==> config.mk <==
export PLATFORM = sky130hd
export DESIGN_NAME = instruction_fetch_unit
export DESIGN_NICKNAME = d
export VERILOG_FILES = /design/src/rtl/instruction_fetch_unit.sv
export SDC_FILE = /design/constraint.sdc
export NUM_CORES = 1
export LEC_CHECK = 0
export BUFFER_PORTS_ARGS = -buffer_cell sky130_fd_sc_hd__buf_4
export CORE_ASPECT_RATIO = 1.25
export CORE_MARGIN = 1.5
export CORE_UTILIZATION = 30
export DETAILED_ROUTE_END_ITERATION = 16
export GPL_TIMING_DRIVEN = 1
export SLEW_MARGIN = 20
export SYNTH_ARGS = -nofsm -noshare
export SYNTH_HDL_FRONTEND = slang
export SYNTH_SLANG_ARGS = --single-unit
==> constraint.sdc <==
create_clock -name clock -period 9.18 [get_ports clock]
set_input_delay 1.836 -clock clock [delete_from_list [all_inputs] [get_ports clock]]
set_output_delay 1.836 -clock clock [all_outputs]
set_load 0.03 [all_outputs]
==> src/rtl/instruction_fetch_unit.sv <==
// Instruction fetch front-end: PC, valid/ready fetch channel, prefetch queue, redirect flush.
// Optional macro FETCH_PERF_COUNTERS_EN adds stall-cycle and flush counters.
module instruction_fetch_unit #(
  parameter int                       ADDRESS_WIDTH = 32,
  parameter int                       QUEUE_DEPTH   = 4,
  parameter logic [ADDRESS_WIDTH-1:0] RESET_VECTOR  = '0
) (
  input  logic                     clock,
  input  logic                     reset,
  output logic                     imem_request_valid,
  input  logic                     imem_request_ready,
  output logic [ADDRESS_WIDTH-1:0] imem_address,
  input  logic                     imem_response_valid,
  input  logic [31:0]              imem_response_data,
  output logic                     instruction_valid,
  input  logic                     instruction_ready,
  output logic [31:0]              instruction,
  output logic [ADDRESS_WIDTH-1:0] instruction_pc,
  output logic [ADDRESS_WIDTH-1:0] pc_plus_8,
  input  logic                     pc_source,
  input  logic [ADDRESS_WIDTH-1:0] branch_target
`ifdef FETCH_PERF_COUNTERS_EN
  ,
  output logic [31:0]              perf_stall_cycles,
  output logic [15:0]              perf_flushes
`endif
);

  localparam int PTR_W = $clog2(QUEUE_DEPTH);
  localparam int CNT_W = PTR_W + 1;
  localparam logic [ADDRESS_WIDTH-1:0] ALIGN_MASK = ~ADDRESS_WIDTH'(3);

  typedef enum logic [1:0] {BOOT, FETCH, FLUSH} state_t;

  state_t                   state;
  logic [ADDRESS_WIDTH-1:0] fetch_pc;
  logic [ADDRESS_WIDTH-1:0] resp_pc;
  logic [PTR_W-1:0]         head;
  logic [PTR_W-1:0]         tail;
  logic [CNT_W-1:0]         occupancy;
  logic [CNT_W-1:0]         outstanding;
  logic [CNT_W-1:0]         drop_count;

  logic [31:0]              q_data [QUEUE_DEPTH];
  logic [ADDRESS_WIDTH-1:0] q_pc   [QUEUE_DEPTH];

  logic [CNT_W:0]           in_use;
  logic [CNT_W-1:0]         out_next;
  logic [ADDRESS_WIDTH-1:0] target_aligned;
  logic                     redirect;
  logic                     req_fire;
  logic                     pop;
  logic                     drop;
  logic                     push;

  always_comb begin
    in_use             = {1'b0, occupancy} + {1'b0, outstanding};
    redirect           = pc_source && (state != BOOT);
    imem_request_valid = (state == FETCH) && !pc_source &&
                         (in_use < (CNT_W+1)'(QUEUE_DEPTH));
    imem_address       = fetch_pc;
    req_fire           = imem_request_valid && imem_request_ready;
    instruction_valid  = (occupancy != '0);
    pop                = instruction_valid && instruction_ready;
    drop               = imem_response_valid && (drop_count != '0);
    // A response arriving with a redirect is stale by definition.
    push               = imem_response_valid && (drop_count == '0) && !redirect;
    out_next           = outstanding + CNT_W'(req_fire) - CNT_W'(imem_response_valid);
    target_aligned     = branch_target & ALIGN_MASK;
  end

  // Head is gated so an empty queue presents zeros rather than stale storage.
  always_comb begin
    instruction    = instruction_valid ? q_data[head] : '0;
    instruction_pc = instruction_valid ? q_pc[head] : '0;
    pc_plus_8      = instruction_pc + ADDRESS_WIDTH'(8);
  end

  always_ff @(posedge clock or negedge reset) begin
    if (!reset) begin
      state       <= BOOT;
      fetch_pc    <= RESET_VECTOR & ALIGN_MASK;
      resp_pc     <= RESET_VECTOR & ALIGN_MASK;
      head        <= '0;
      tail        <= '0;
      occupancy   <= '0;
      outstanding <= '0;
      drop_count  <= '0;
    end else begin
      outstanding <= out_next;
      if (redirect) begin
        fetch_pc   <= target_aligned;
        resp_pc    <= target_aligned;
        head       <= '0;
        tail       <= '0;
        occupancy  <= '0;
        drop_count <= out_next;
        state      <= (out_next != '0) ? FLUSH : FETCH;
      end else begin
        if (req_fire) fetch_pc <= fetch_pc + ADDRESS_WIDTH'(4);
        if (push) begin
          tail    <= tail + PTR_W'(1);
          resp_pc <= resp_pc + ADDRESS_WIDTH'(4);
        end
        if (pop) head <= head + PTR_W'(1);
        occupancy <= occupancy + CNT_W'(push) - CNT_W'(pop);
        if (drop) drop_count <= drop_count - CNT_W'(1);
        case (state)
          BOOT:    state <= FETCH;
          FLUSH:   if ((drop_count == '0) || ((drop_count == CNT_W'(1)) && drop)) state <= FETCH;
          default: ;
        endcase
      end
    end
  end

  always_ff @(posedge clock) begin
    if (push) begin
      q_data[tail] <= imem_response_data;
      q_pc[tail]   <= resp_pc;
    end
  end

`ifdef FETCH_PERF_COUNTERS_EN
  function automatic logic [31:0] sat_inc32(input logic [31:0] v);
    return (&v) ? v : v + 32'd1;
  endfunction

  function automatic logic [15:0] sat_inc16(input logic [15:0] v);
    return (&v) ? v : v + 16'd1;
  endfunction

  always_ff @(posedge clock or negedge reset) begin
    if (!reset) begin
      perf_stall_cycles <= '0;
      perf_flushes      <= '0;
    end else begin
      if ((state != BOOT) && !instruction_valid) perf_stall_cycles <= sat_inc32(perf_stall_cycles);
      if (redirect) perf_flushes <= sat_inc16(perf_flushes);
    end
  end
`endif

endmodule

After elaboration in Yosys (flattened, before gate mapping)
Memory sizes are Yosys's and may differ from the RTL's. Cells that the tools add are included.

Add/sub/neg operators: 11. Shifts and indexed selects: 0. Div/mod/pow operators: 0. $lt $le $gt $ge: 1. $mul: 0. Reduce and logical (&&, ||, !) cells: 24. Muxes and demuxes: 19. Bitwise operators: 0. Eq/ne operators: 4.

Operators by type and width (number): $mux W32 (6); $add A32 B3 Y32 const B (2); $add A32 B4 Y32 const B (1); $mux W2 (7); $reduce_bool A3 Y1 (4); $reduce_bool A2 Y1 (5); $logic_and A1 B1 Y1 (9); $mux W3 (3); $add A3 B1 Y3 (2); $sub A3 B1 Y3 (2); $add A2 B1 Y2 const B (2); $add A3 B3 Y4 (1); $lt A4 B3 Y1 const B (1); $pmux W2 S2 (1); $eq A3 B1 Y1 const B (1); $logic_not A3 Y1 (1); $ne A3 B3 Y1 const B (1); $sub A3 B1 Y3 const B (1); $eq A2 B1 Y1 const B (1); $eq A2 B2 Y1 const B (1); $logic_not A1 Y1 (2); $logic_not A2 Y1 (1); $mux W1 (2); $reduce_and A2 Y1 (1); $logic_or A1 B1 Y1 (1).

Bits in latches: 0. Output and inout bits: 130. Bits in registers: 79. Memories: 2. RAM bits: 256. ROM bits: 0. Word-level logic and storage cells: 69.

Memories: q_data (words 4, bits a word 32, rd ports 1, clocked after memory_dff 0, wr ports 1, line 44) `logic [31:0] q_data [QUEUE_DEPTH];`; q_pc (words 4, bits a word 32, rd ports 1, clocked after memory_dff 0, wr ports 1, line 45) `logic [ADDRESS_WIDTH-1:0] q_pc [QUEUE_DEPTH];`.

Longest topological paths before layout
Gate-level depths: netlist of the first run.

Depth in word-level cells: 9. Gate-level depth with buffers: 15.

Worst setup path after synthesis of the first run
No wires, ideal clock.

Path kind: reg2out. Start point: register occupancy[1]. End point: output pc_plus_8[25]. Arrival: 3.728 ns. Data required time: 7.344 ns. Setup slack: 3.616 ns. Stages on the path, launching flop included: 14. Cell sequence: dfrtp_1 > nor3_1 > inv_1 > clkbuf_1 > clkbuf_1 > clkbuf_1 > nand2_1 > inv_1 > ha_1 > and2_1 > nand4b_1 > nor3_2 > nand4_1 > xnor2_1.

Word-level cells in the longest chain between the ends: 3.

RTL lines: start, declared (line 40) `logic [CNT_W-1:0] occupancy;`; start signal, assigned (line 106) `occupancy <= occupancy + CNT_W'(push) - CNT_W'(pop);`; $reduce_bool A3 Y1 (line 63) `instruction_valid = (occupancy != '0);`; named net instruction_valid (line 15) `output logic instruction_valid,`; $mux W32 (line 75) `instruction_pc = instruction_valid ? q_pc[head] : '0;`; named net instruction_pc[3] (line 18) `output logic [ADDRESS_WIDTH-1:0] instruction_pc,`; $add A32 B4 Y32 (line 76) `pc_plus_8 = instruction_pc + ADDRESS_WIDTH'(8);`; end, declared (line 19) `output logic [ADDRESS_WIDTH-1:0] pc_plus_8,`.

The timed path passes the listed nets, and every way through them passes these cells.

Worst setup path in the final report of the first run
Start point: register head[0]. End point: output pc_plus_8[31].

Word-level cells in the longest chain between the ends: 3.

RTL lines: start, declared (line 38) `logic [PTR_W-1:0] head;`; start signal, assigned (line 105) `if (pop) head <= head + PTR_W'(1);`; $mem_v2 Z4 W32; $mux W32 (line 75); $add A32 B4 Y32 (line 76).

No other way between the ends.

==> results.md, run 1 <==
* Relative max-transition margin at 0.261
* Final wirelength at 34300 µm
* Cts-stage hold buffer count at 0
* CP startpoint: head[0]
* Yosys warns at 0
* Status: complete, no violations
* DP Wirelength at 22500 µm
* Filler cells at 4584
* Synth area leader: edfxtp_1
* Worst clock skew at 0.0121 ns
* # DRC at 0
* Worst r2r src: occupancy[1]
* Die area at 0.0491 mm²
* Final hold slack at 0.534 ns
* RD Place Congestion at 0.774
* Combinational share of power at 0.396
* Critical path type: reg -> out
* RSZ-0062 raised after global routing: no
* Worst vdd ir at 0.166 mV
* Largest net degree at the start of global routing at 95
* Global route overflow at 0
* Cts repair resizes at 0
* Clock Tree Buf Depth at 3
* CTS tree: done
* Number of vias per cell at 4.72
* P_sw at 2.28 mW
* Total power at 5.92 mW
* Buffers on Ports at 191
* Final setup viols at 0
* Die Wd at 198 µm
* Later-pin clock latency in the skew report at 0.54 ns
* CTS clk-pin slew, worst paths at 0.06 ns
* Flops & latches, synth at 323
* Sequential fraction of the synthesis area at 0.651
* Startpoint Class: flop
* Vias in the first global route at 9018
* Ports at 200
* Setup TNS at 0 ns
* Post-route ant nets at 0
* Fraction of layout cells with a size suffix above 1 at 0.281
* Mapped Cells at 973
* First-pass GRT wire length at 52000 µm
* MaxCap Viol Count at 0
* Antenna violations before repair at 0
* Worst EP required at 7.34 ns
* Switching part of the total at 0.386
* Worst-path maximum fanout at 36
* Worst path max stage delay at 0.92 ns
* CTS Sinks at 323
* CORE AREA at 0.0472 mm²
* Internal power at 3.64 mW
* Async SR Flop Fraction at 0.232
* Worst-Margin Slew at 1.10 ns
* Routed WL per cell at 18.8 µm
* Most used cell along the critical path: buf_4
* FMAX at 164 MHz
* Sequential Power Share at 0.354
* NumNets Final at 1251
* Tmin final at 6.10 ns
* H-Tree Depth at 2
* TritonCTS buffer count at 37
* Root buffer cell: clkbuf_16
* Inserted Diodes at 0
* Nature of the critical path endpoint: output pin
* Pleak at 6.28 nW
* Drt initial violations at 304
* Die Y at 247 µm
* Syn Area/Cell at 14.7 µm²
* Tcrit/Tclk final at 0.665
* Synth-to-Final Area Change at 23.0%
* Slew Limit Fails at 0
* Crit path DAT at 4.27 ns
* CP Cell Sequence: buf_4 -> mux4_2 -> nand3_1 -> or2_2 -> nor3_2 -> nand4_1 -> xnor2_1 -> buf_4
* DR pass1 iterations at 5
* Starting Density at 0.303
* Post-CTS Setup Bufs at 0
* Row cnt at 89
* Hold_sp: outstanding[2]
* Via Count at 8637
* Crit path max-delay cell type: dfrtp_4
* Post-synth EDFFs at 248
* Top cell type's share of synthesized area at 0.520
* Primary FF master, synth: edfxtp_1
* Pwr/cell area at 336 mW/mm²
* Clock group share of total power at 0.250
* Min-delay worst type: reg -> reg
* Largest cells by area after synthesis: edfxtp_1 52%, dfrtp_1 13%, mux4_2 9.3%
* Mapped cell area at 0.0143 mm²
* Total track usage at 0.141
* Endpoints failing hold at 0
* Synth cell types at 52
[flip-flops by register name (all words and copies together) (netlist names)]
| signal | flops |
|---|---|
| q_data | 128 |
| q_pc | 120 |
| imem_address | 30 |
| resp_pc | 30 |
| drop_count | 3 |
| occupancy | 3 |
| outstanding | 3 |
| head | 2 |
| state | 2 |
| tail | 2 |
[stage by stage]
| stage | setup WS, ns | instance area, µm² | instances | util |
|---|---|---|---|---|
| final | 3.08 | 17600 | 1828 | 0.373 |
| after global routing | 2.70 | 17600 | 1828 | 0.373 |
| after CTS | 2.95 | 17600 | 1828 | 0.373 |
| after detailed placement | 3.54 | 16400 | 1761 | 0.347 |
| after global placement | 3.56 | 16400 | 1761 | 0.347 |
| after floorplan | 3.62 | 14300 | 978 | - |
[final cells by class]
cell class | count | area, µm² | share of cell area
Inverter | 29 | 109 | 0.00618
Multi-Input combinational cell | 575 | 4680 | 0.266
Clock buffer | 48 | 1010 | 0.0573
Tap cell | 637 | 797 | 0.0452
Sequential cell | 323 | 9330 | 0.530
Clock inverter | 19 | 211 | 0.0120
Timing Repair Buffer | 197 | 1480 | 0.0839
[cell families after synthesis]
family          after synthesis  share of synthesized area
fa+ha+maj                    18                     0.0168
other cells                   1                   0.000262
mux                          73                      0.106
flops                       323                      0.651
xor+xnor                     91                     0.0557
buf+inv                      80                     0.0255
compound gates               84                     0.0322
simple gates                303                      0.112
[path summary, 6_finish.rpt]
path / slack (ns) / cells past startpoint / endpoint
min reg2reg: 0.53 / 1 / outstanding[2]
max reg2reg: 5.61 / 14 / state[1]
min: 0.53 / 1 / outstanding[2]
max: 3.08 / 8 / pc_plus_8[31]
max in group asynchronous: 6.81 / 2 / head[1]
min in group asynchronous: 1.09 / 1 / imem_address[26]
[synthesized netlist by cell type (2+ instances only)]
master and instances:
and4_1 6, nand3_1 35, a311oi_1 3, and2_1 60, xnor2_1 45, a31oi_1 4, a21oi_1 63, fa_1 2
edfxtp_1 248, or2_2 3, mux2_2 4, dfrtp_1 75, buf_4 10, clkbuf_1 26, nand2b_1 2, nor4_2 2
nor3b_1 3, nor3_2 2, inv_2 2, mux2i_1 7, nand4_1 22, nor4_1 4, or3_1 2, a211oi_1 3
ha_1 16, mux4_1 3, mux4_2 59, and3_1 19, o21ai_0 5, nor2_1 70, nand2_1 57, nor2b_1 2
buf_1 5, xor2_1 46, inv_1 26, buf_2 9, nor3_1 8
[cells in the final DEF, fill, tap and decap left out, types with 6 or more instances in the layout]
cell type	count
xor2_1	46
edfxtp_1	248
nand2_1	57
nor3_1	8
dfrtp_1	73
and4_1	6
conb_1	6
clkbuf_1	9
clkbuf_16	39
and2_1	60
and3_1	15
a21oi_1	63
xnor2_1	45
nand3_1	35
mux2i_1	7
nand4_1	22
clkinv_2	6
nor2_1	70
buf_4	197
inv_1	25
mux4_2	59
ha_1	16
[power groups by stage]
stage	Clock (mW)	Sequential, mW	Combinational [mW]
floorplan	0	2.11	1.53
finish	1.48	2.09	2.35
global route	1.58	2.13	2.53
global placement	0	2.11	2.36
detailed placement	0	2.13	2.38
CTS	1.53	2.10	2.39
[worst max-delay path: cells and delay by family, from the launching register on]
| family | cells | cell delay [ns] |
|---|---|---|
| multiplexers | 1 | 0.44 |
| XOR/XNOR | 1 | 0.24 |
| flip-flops | 1 | 0.92 |
| AND/OR/NAND/NOR | 4 | 1.23 |
| buffers and inverters | 2 | 0.87 |
[routing by layer]
metal | GRT usage | vias up | part of all wire
met5 | 0 | - | 0
met3 | 0.0252 | 60 | 0.050
met1 | 0.175 | 4361 | 0.43
met2 | 0.243 | 217 | 0.49
met4 | 0.0539 | 0 | 0.029
li1 | - | 3999 | -
Note: power is estimated with default switching activity, not from simulation.
==> run 2, diff against run 1 <==
==> constraint.sdc (replaced) <==
create_clock -name clock -period 6.2 [get_ports clock]
set_input_delay 1.24 -clock clock [delete_from_list [all_inputs] [get_ports clock]]
set_output_delay 1.24 -clock clock [all_outputs]
set_load 0.03 [all_outputs]
==> results.md, run 2 (synthesis results as in run 1) <==
* Endpoints failing hold at 0 (unchanged)
* CTS Sinks at 323 (unchanged)
* Startpoint Class: flop
* Die Wd at 198 µm (unchanged)
* Worst-path maximum fanout at 47 (+31%)
* MaxCap Viol Count at 0 (unchanged)
* WP buf/inv at 2 (unchanged)
* Ports at 200 (unchanged)
* Antenna violations before repair at 0 (unchanged)
* Inserted Diodes at 0 (unchanged)
* Relative max-transition margin at 0.297 (+0.0357)
* Worst-Margin Slew at 1.06 ns (-0.0435 ns)
* Filler cells at 4584 (unchanged)
* Max layer used: met4
* Fraction of layout cells with a size suffix above 1 at 0.280 (-0.00121)
* Combinational share of power at 0.396 (about the same)
* Worst vdd ir at 0.280 mV (+69%)
* Clock group share of total power at 0.246 (-0.004)
* Tcrit/Tclk final at 0.848
* Buffers on Ports at 191 (unchanged)
* Cts repair resizes at 0 (unchanged)
* # DRC at 0 (unchanged)
* Routed met1 length at 15100 µm (+1.4%)
* Final wirelength at 34500 µm (+0.70%)
* CP Cell Sequence: inv_2 -> mux4_2 -> nor4b_4 -> o2111ai_1 -> nor3_2 -> xor2_1 -> buf_4
* CP delay by family, top: flip-flops
* Starting Density at 0.303 (unchanged)
* DP Wirelength at 23000 µm (+2.2%)
* Slew Limit Fails at 0 (unchanged)
* Top flop regs: q_data x128, q_pc x120
* Switching part of the total at 0.386 (about the same)
* First-pass GRT wire length at 51600 µm (-0.70%)
* Die area at 0.0491 mm² (unchanged)
* RSZ-0062 raised after global routing: no
* CTS tree: done
* Met2 WL at 16900 µm (+1.1%)
* Total power at 8.74 mW (+48%)
* Post-route ant nets at 0 (unchanged)
* Pleak at 6.27 nW (-0.19%)
* Sequential Power Share at 0.358 (+0.004)
* NumNets Final at 1252 (+0.080%)
* Largest net degree at the start of global routing at 90 (-5.3%)
* DR pass1 iterations at 4 (-1)
* Root buffer cell: clkbuf_16
* CORE AREA at 0.0472 mm² (unchanged)
* H-Tree Depth at 2 (unchanged)
* Number of vias per cell at 4.65 (-1.5%)
* Min-delay worst type: reg -> reg
* Worst clock skew at 0.0109 ns (-0.00126 ns)
* Total track usage at 0.140 (-0.00126)
* Cts-stage hold buffer count at 0 (unchanged)
* Status: complete, no violations
* Vias in the first global route at 9025 (+0.078%)
* Die Y at 247 µm (unchanged)
* Most frequent cells in the layout: 248 x edfxtp_1, 200 x buf_4, 73 x dfrtp_1
* FMAX at 190 MHz
* Setup TNS at 0 ns (unchanged)
* Biggest register: q_data
* RD Place Congestion at 0.785 (+1.4%)
* Global route overflow at 0 (unchanged)
* Final setup viols at 0 (unchanged)
* Clock Tree Buf Depth at 3 (unchanged)
* Crit path DAT at 4.02 ns (-0.25 ns)
* Tmin final at 5.26 ns
* Drt initial violations at 338 (+11%)
* Synth-to-Final Area Change at 22.9%
* Met3 WL at 1720 µm (+0.70%)
* Crit path max-delay cell type: dfrtp_4
* TritonCTS buffer count at 35 (-5.4%)
* Max reg flops at 128 (unchanged)
* Internal power at 5.37 mW (+48%)
* Commonest non-fill, non-tap cell in the layout: edfxtp_1
* Row cnt at 89 (unchanged)
* Worst path max stage delay at 1.03 ns (+0.11 ns)
* Critical path type: reg -> out
* Pwr/cell area at 497 mW/mm² (+48%)
* Later-pin clock latency in the skew report at 0.52 ns (-0.02 ns)
* Via Count at 8495 (-1.6%)
* Nature of the critical path endpoint: output pin
* CTS clk-pin slew, worst paths at 0.06 ns (about the same)
* Worst EP required at 4.96 ns (-2.38 ns)
* Post-CTS Setup Bufs at 0 (unchanged)
* P_sw at 3.37 mW (+48%)
* Routed WL per cell at 18.9 µm (+0.81%)
==> run 2: final cells by class <==
cell class | count | area, µm² | share of cell area
tap | 637 | 797 | 0.0453
sequential | 323 | 9330 | 0.530
clock buffer | 43 | 958 | 0.0545
multi-input combinational | 575 | 4680 | 0.266
clock inverter | 19 | 219 | 0.0124
timing repair buffer | 200 | 1500 | 0.0853
inverter | 29 | 109 | 0.00619
==> run 2: path summary, 6_finish.rpt <==
kind / startpoint / endpoint / slack, ns / cells after the start
setup / recovery: head[0] / pc_plus_8[26] / 0.94 / 7
hold / removal: resp_pc[31] / q_pc[0][31] / 0.55 / 0
setup reg to reg: occupancy[1] / state[1] / 2.61 / 14
hold reg to reg: resp_pc[31] / q_pc[0][31] / 0.55 / 0
max in group asynchronous: reset / head[1] / 4.55 / 2
min in group asynchronous: reset / imem_address[26] / 0.70 / 1
==> run 2: stage by stage <==
stage	cell area, µm²	hold WS [ns]	setup WS [ns]	util	instances
after floorplan	14300	0.482	1.23	-	978
after global placement	16400	0.517	1.38	0.348	1764
after detailed placement	16400	0.547	1.31	0.348	1764
after CTS	17600	0.567	0.748	0.373	1826
after global routing	17600	0.579	0.641	0.373	1826
final	17600	0.550	0.941	0.373	1826
==> run 2: routing by layer <==
layer  up-vias  GRT usage
met5         -          0
met1      4252      0.176
met3        51     0.0259
met2       210      0.241
li1       3982          -
met4         0     0.0439
==> run 2: power by group through the flow <==
| stage | clock network (mW) | registers (mW) | logic (mW) |
|---|---|---|---|
| CTS | 2.21 | 3.14 | 3.51 |
| finish | 2.15 | 3.13 | 3.46 |
| global placement | 0 | 3.16 | 3.48 |
| global route | 2.29 | 3.20 | 3.71 |
| floorplan | 0 | 3.12 | 2.26 |
| detailed placement | 0 | 3.18 | 3.51 |
